==> src/rtl/bin2bcd_seq.sv <==
// Sequential binary-to-BCD converter (shift-and-add-3, one bit per clock).
// Feeds the 8-digit display mux. bcd/ovf only change on done_tick or reset,
// so the display never shows a partially converted value.
module bin2bcd_seq #(
    parameter int unsigned BIN_W  = 27,
    parameter int unsigned DIGITS = 8
) (
    input  logic                  clk,
    input  logic                  reset_n,
    input  logic                  start,
    input  logic [BIN_W-1:0]      bin,
    output logic                  ready,
    output logic                  done_tick,
    output logic [4*DIGITS-1:0]   bcd,
    output logic                  ovf
);

    localparam int unsigned BCD_W = 4 * DIGITS;
    localparam int unsigned CNT_W = $clog2(BIN_W + 1);
    // Headroom so the 10^DIGITS constant never wraps.
    localparam int unsigned CMP_W = BIN_W + 64;

    // 10^n, saturating once it already exceeds every BIN_W-bit input.
    function automatic logic [CMP_W-1:0] pow10(input int unsigned n);
        logic [CMP_W-1:0] p;
        p = {{(CMP_W-1){1'b0}}, 1'b1};
        for (int unsigned i = 0; i < n; i++) begin
            if (p[CMP_W-1:BIN_W] == '0) begin
                p = (p << 3) + (p << 1);
            end
        end
        return p;
    endfunction

    localparam logic [CMP_W-1:0] LIMIT = pow10(DIGITS);
    localparam logic [BCD_W-1:0] ALL9  = {DIGITS{4'h9}};

    typedef enum logic [0:0] {StIdle, StOp} state_e;

    state_e             state_q, state_d;
    logic [BIN_W-1:0]   shift_q, shift_d;
    logic [BCD_W-1:0]   work_q, work_d;
    logic [CNT_W-1:0]   cnt_q, cnt_d;
    logic               ovf_pend_q, ovf_pend_d;
    logic [BCD_W-1:0]   bcd_q, bcd_d;
    logic               ovf_q, ovf_d;
    logic               done_q, done_d;

    logic [BCD_W-1:0]   work_adj;
    logic [BCD_W-1:0]   work_shift;

    // Add-3 correction on every digit >= 5, then shift in the next binary bit.
    always_comb begin
        work_adj = '0;
        for (int i = 0; i < int'(DIGITS); i++) begin
            if (work_q[4*i +: 4] >= 4'd5) begin
                work_adj[4*i +: 4] = work_q[4*i +: 4] + 4'd3;
            end else begin
                work_adj[4*i +: 4] = work_q[4*i +: 4];
            end
        end
        work_shift = {work_adj[BCD_W-2:0], shift_q[BIN_W-1]};
    end

    // Next-state: accept in idle, one shift per cycle, publish result on last shift.
    always_comb begin
        state_d    = state_q;
        shift_d    = shift_q;
        work_d     = work_q;
        cnt_d      = cnt_q;
        ovf_pend_d = ovf_pend_q;
        bcd_d      = bcd_q;
        ovf_d      = ovf_q;
        done_d     = 1'b0;
        unique case (state_q)
            StIdle: begin
                if (start) begin
                    shift_d    = bin;
                    work_d     = '0;
                    cnt_d      = CNT_W'(BIN_W);
                    ovf_pend_d = ({{64{1'b0}}, bin} >= LIMIT);
                    state_d    = StOp;
                end
            end
            StOp: begin
                work_d  = work_shift;
                shift_d = {shift_q[BIN_W-2:0], 1'b0};
                cnt_d   = cnt_q - {{(CNT_W-1){1'b0}}, 1'b1};
                if (cnt_q == {{(CNT_W-1){1'b0}}, 1'b1}) begin
                    bcd_d   = ovf_pend_q ? ALL9 : work_shift;
                    ovf_d   = ovf_pend_q;
                    done_d  = 1'b1;
                    state_d = StIdle;
                end
            end
            default: state_d = StIdle;
        endcase
    end

    // State and output registers; reset aborts any conversion silently.
    always_ff @(posedge clk or negedge reset_n) begin
        if (!reset_n) begin
            state_q    <= StIdle;
            shift_q    <= '0;
            work_q     <= '0;
            cnt_q      <= '0;
            ovf_pend_q <= 1'b0;
            bcd_q      <= '0;
            ovf_q      <= 1'b0;
            done_q     <= 1'b0;
        end else begin
            state_q    <= state_d;
            shift_q    <= shift_d;
            work_q     <= work_d;
            cnt_q      <= cnt_d;
            ovf_pend_q <= ovf_pend_d;
            bcd_q      <= bcd_d;
            ovf_q      <= ovf_d;
            done_q     <= done_d;
        end
    end

    assign ready     = (state_q == StIdle);
    assign done_tick = done_q;
    assign bcd       = bcd_q;
    assign ovf       = ovf_q;

endmodule

==> config.mk <==
export PLATFORM = sky130hd
export DESIGN_NAME = bin2bcd_seq
export DESIGN_NICKNAME = d
export VERILOG_FILES = /design/src/rtl/bin2bcd_seq.sv
export SDC_FILE = /design/constraint.sdc
export NUM_CORES = 1
export LEC_CHECK = 0
export CORE_MARGIN = 2
export CORE_UTILIZATION = 30
export CTS_BUF_LIST = sky130_fd_sc_hd__clkbuf_16
export DETAILED_ROUTE_END_ITERATION = 6
export GPL_TIMING_DRIVEN = 0
export PLACE_DENSITY = 0.54
export SLEW_MARGIN = 5
export SYNTH_ARGS = -nofsm -noshare
export SYNTH_HDL_FRONTEND = slang
export SYNTH_SLANG_ARGS = --single-unit
==> constraint.sdc <==
create_clock -name clk -period 1.9 [get_ports clk]
set_input_delay 0.19 -clock clk [delete_from_list [all_inputs] [get_ports clk]]
set_output_delay 0.19 -clock clk [all_outputs]
set_load 0.005 [all_outputs]
# After elaboration in Yosys (flattened, before gate mapping)
# Cells that the tools add are included.
# classes
add_sub_neg	9
n_lt_le_gt_ge	9
n_eq_ne	2
muxes	20
bitwise	1
reduce_logical	2
# ops
operator	n
$mux W32	2
$pmux W32 S2	1
$pmux W27 S2	1
$ge A4 B3 Y1 const B	8
$add A4 B2 Y4 const B	7
$mux W4	7
$ge A27 B27 Y1 const B	1
$mux W27	1
$pmux W5 S2	1
$eq A5 B1 Y1 const B	1
$mux W5	1
$sub A5 B1 Y5 const B	1
$mux W1	4
$reduce_and A2 Y1	2
$add A3 B2 Y3 const B	1
$mux W3	1
$ne A2 B2 Y1 const B	1
$pmux W1 S2	1
$not A1 Y1	1
# totals
reg_bits	100
in_bits	30
out_inout_bits	35
elab_cells	51

# Longest topological paths before layout
# depth
word_depth	3
ltp_mapped	7
ltp_nobuf	6

# Least setup slack after synthesis
# No wires, ideal clock.
# synth_path
path_type	flip-flop to flip-flop
startpoint	register work_q[4]
endpoint	register bcd_q[6], in the netlist bcd[6]
setup_time_ps	65
arrival_ps	1333
required_time_ps	1835
setup_slack_ps	502
path_stages_with_launch	6
n_path_buf	0
synth_period_minus_slack_ps	1398
path_cell_list	dfrtp_1 > ha_1 > nand2b_1 > a21oi_1 > mux2i_1 > a22o_1
# synth_via
elab_chain_len	3
elab_cells_between_ends	4
classes_between	add/sub (1); order compare (1); mux (2)
# synth_rtl
element	line	text
start, declared	42	logic [BCD_W-1:0] work_q, work_d;
start signal, assigned	114	work_q <= work_d;
$add A4 B2 Y4 or $ge A4 B3 Y1 (tied branches)	57, 56	
$mux W4 (*)	56	if (work_q[4*i +: 4] >= 4'd5) begin
$mux W32 (*)	90	bcd_d = ovf_pend_q ? ALL9 : work_shift;
end signal, assigned	108	bcd_q <= '0;
end signal, assigned	117	bcd_q <= bcd_d;
end, declared	45	logic [BCD_W-1:0] bcd_q, bcd_d;
# Mark *: on every way between the ends. The rest lies on a longest branch, timed or not.
# A chain may end at the register's enable or synchronous reset.

# Worst setup path in the final report
# layout_path
startpoint	register state_q
endpoint	output port ready
# layout_via
elab_chain_len	1
# layout_rtl
element	line	text
start, declared	40	state_e state_q, state_d;
start signal, assigned	103	state_q <= StIdle;
start signal, assigned	112	state_q <= state_d;
$not A1 Y1	--	
end, declared	12	output logic ready,
# Every way passes these cells.

==> flow_summary_export.csv <==
group,metric,value,unit
status,status,"completed",
logic_synthesis,syn_nets,511,
floorplan,ios,65,
logic_synthesis,synthTopCellsByArea,"dfrtp_1, mux2i_1, ha_1",
logic_synthesis,syn_avg_cell_area,10.4,um2
route,vias,3694,
job,maxCapViolations,0,
global_route,grt_max_degree,57,
timing,drv_slew,0,
worst_setup_path,worstSetupStartpointType,"flop",
cts,h-tree-depth,3,
cts,cts_sinks,100,
min_path,hold_path_class,"in2async",
global_route,grt_pass1_vias,3777,
timing,slew_headroom,0.568,
route,wl_met1,5770,um
finish,design_area,6040,um2
worst_setup_path,critPathRequiredTime,1710,ps
logic_synthesis,synth.distinct_cells,30,
logic_synthesis,synth_area_leader_cell,"dfrtp_1",
logic_synthesis,syn_inst,463,
timing,fin_crit,1730,ps
worst_setup_path,cp_max_fo,9,
timing,finalCritPeriodShare,0.912,
route,routed_via_density,4.85,
finish,layout.cells.non_filler,761,
placed_design,placement.cell_area,5730,um2
power_and_ir_drop,total_leakage_power,2.66,nW
cts,cts_buffer_depth,2,
global_route,grt_overflow,0,
floorplan,die_w,130,um
timing,finalSetupTns,0,ps
route,drc,0,
logic_synthesis,synthesis.area,4800,um2
route,drt_wl_total,12200,um
floorplan,fp.dieH,130,um
logic_synthesis,synth.top_cell.area_share,0.522,
floorplan,row_count,46,
cts,cts_buffers,9,
route,wl_per_cell,16.0,um
timing,setup_violations,0,
route,met2_length,5530,um
timing,rsz0062_at_grt,"false",
timing,clock_skew,5.02,ps
finish,insertedDiodeCount,0,
power_and_ir_drop,pwr_density_cell,1610,nW/um2
timing,fmax,0.577,GHz
global_route,antenna_found_initial,0,
timing,hold_viol_final,0,
finish,syn_to_final_growth,26.0,%
cts,clock_latency,350,ps
placed_design,place_inst,744,
cts,clkTransAtPathRegs,70,ps
placed_design,place.gp.congestion,0.801,
route,drt_first_pass_iters,4,
floorplan,core_area,15800,um2
route,drtIter0Drc,153,
worst_setup_path,crit_arrival,1540,ps
logic_synthesis,yosys_warnings,0,
route,dr.max_layer_used,"met4",
floorplan,die-area,17000,um2
finish,drive_gt1_frac,0.0752,
route,ant_nets,0,
cts,cts_root_buffer,"clkbuf_16",
logic_synthesis,yosysSeqAreaShare,0.522,
finish,final_util,0.383,
global_route,grt_pass1_wl,19700,um
floorplan,start_util,0.304,
finish,fin_nets,588,
power_and_ir_drop,ir_drop,513,uV
worst_setup_path,criticalPathCategory,"reg2out",
timing,worst_pin_slew,648,ps
placed_design,post-dp-hpwl,8570,um
worst_setup_path,worst_setup_path_end_kind,"primary output",
route,wl_met3,725,um
logic_synthesis,ys_ff_latch,100,
global_route,track_usage,0.151,
finish,num-fill-cells,1552,
cts,tritoncts,"yes",
power_and_ir_drop,power,9.73,mW
placed_design,io_buffers,64,
metal layers:
layer	track usage	vias to the layer above
met3	0.0468	14
met1	0.197	1801
met5	0	-
li1	-	1778
met4	0.0375	0
met2	0.248	101
sequential cells by signal, indices dropped and copies added (netlist names):
register,cells
shift_q,27
done_tick,1
bcd,32
ovf_pend_q,1
work_q,32
state_q,1
ovf,1
cnt_q,5
cell usage after synthesis (all sizes together):
cell and instances:
o21ai 36, nand2b 8, clkbuf 6, nand4b 1, nor3b 24, a31oi 8
a21o 16, a21oi 35, a211oi 1, ha 18, xor2 1, o22ai 17
buf 21, a22o 16, clkinv 2, nand4 2, dfrtp 100, o31ai 1
nor2 20, xnor2 10, mux2i 35, or4 1, nor2b 1, nor3 14
inv 19, nand2 50
area by class of cell:
cell class	count	area, um2	share of cell area
Multi-Input combinational cell	315	2070	0.342
Buffer	26	144	0.0238
Inverter	21	82.6	0.0137
Timing Repair Buffer	67	683	0.113
Clock inverter	7	66.3	0.0110
Clock buffer	9	225	0.0373
Tap cell	216	270	0.0447
Sequential cell	100	2500	0.414
worst max-delay path, cell delays in order, from the launching register on:
cell and delay (ps):
dfrtp_1 320, buf_2 230, clkinvlp_4 170, clkdlybuf4s50_1 470
cell usage in the layout, fill, tap and decap left out:
master	netlist	final
dfrtp_1	100	100
clkdlybuf4s50_1	0	63
nand2_1	50	50
o21ai_0	36	36
a21oi_1	35	35
mux2i_1	35	35
nor3b_1	24	24
inv_1	19	18
nor2_1	18	18
ha_1	18	18
o22ai_1	17	17
a22o_1	16	16
a21o_1	16	16
nor3_1	14	14
buf_2	13	13
xnor2_1	10	10
clkbuf_16	0	9
buf_4	6	8
nand2b_1	8	8
a31oi_1	8	8
clkbuf_1	6	5
clkinv_1	2	4
clkinvlp_4	0	3
nor2_2	2	2
nand4_1	2	2
nand4b_2	1	1
buf_6	1	1
buf_1	1	1
xor2_1	1	1
or4_1	1	1
nor2b_1	1	1
a211oi_1	1	1
o31ai_1	1	1
inv_6	0	1
bufinv_16	0	1
clkinv_2	0	1
dlygate4sd3_1	0	1
buf_16	0	1
stage by stage:
| step | hold slack (ps) | worst slack [ps] |
|---|---|---|
| after CTS | 408 | 154 |
| after global placement | 462 | -3250 |
| final | 383 | 168 |
| after floorplan | -106 | 502 |
| after detailed placement | 246 | -50.8 |
| after global routing | 440 | 69.5 |
path summary, 6_finish.rpt:
| check | start | to | slack [ps] | cells after the start |
|---|---|---|---|---|
| setup / recovery | state_q | ready | 170 | 3 |
| setup reg to reg | cnt_q[0] | bcd[0] | 280 | 6 |
| hold / removal | reset_n | bcd[14] | 380 | 2 |
| max in group asynchronous | reset_n | shift_q[14] | 820 | 3 |
| hold reg to reg | shift_q[16] | shift_q[17] | 490 | 2 |
| min in group clk | bin[0] | shift_q[0] | 470 | 3 |
report_power, final:
group	leakage [nW]	internal, mW	switching, mW	total (mW)
Clock	0.137	1.01	0.827	1.84
Sequential	1.26	3.06	0.694	3.76
Combinational	1.26	2.13	2.00	4.13
cell families after synthesis:
family / Yosys count / share of synthesized area
and+or+nand+nor: 121 / 0.127
xor gates and xnor gates: 11 / 0.0201
DFF: 100 / 0.522
AOI/OAI and AO/OA: 130 / 0.164
muxes: 35 / 0.0730
adders and majority gates: 18 / 0.0469
buffers and inverters: 48 / 0.0472
timing repair:
| action | CTS | global route |
|---|---|---|
| hold buffers | 1 | 0 |
| gates resized for setup | 1 | 0 |
| endpoints found under the hold margin | 44 | 0 |
| buffers inserted | 1 | 0 |
| setup endpoints to repair | 1 | 0 |
No activity file was read; power rests on OpenSTA's default activity.
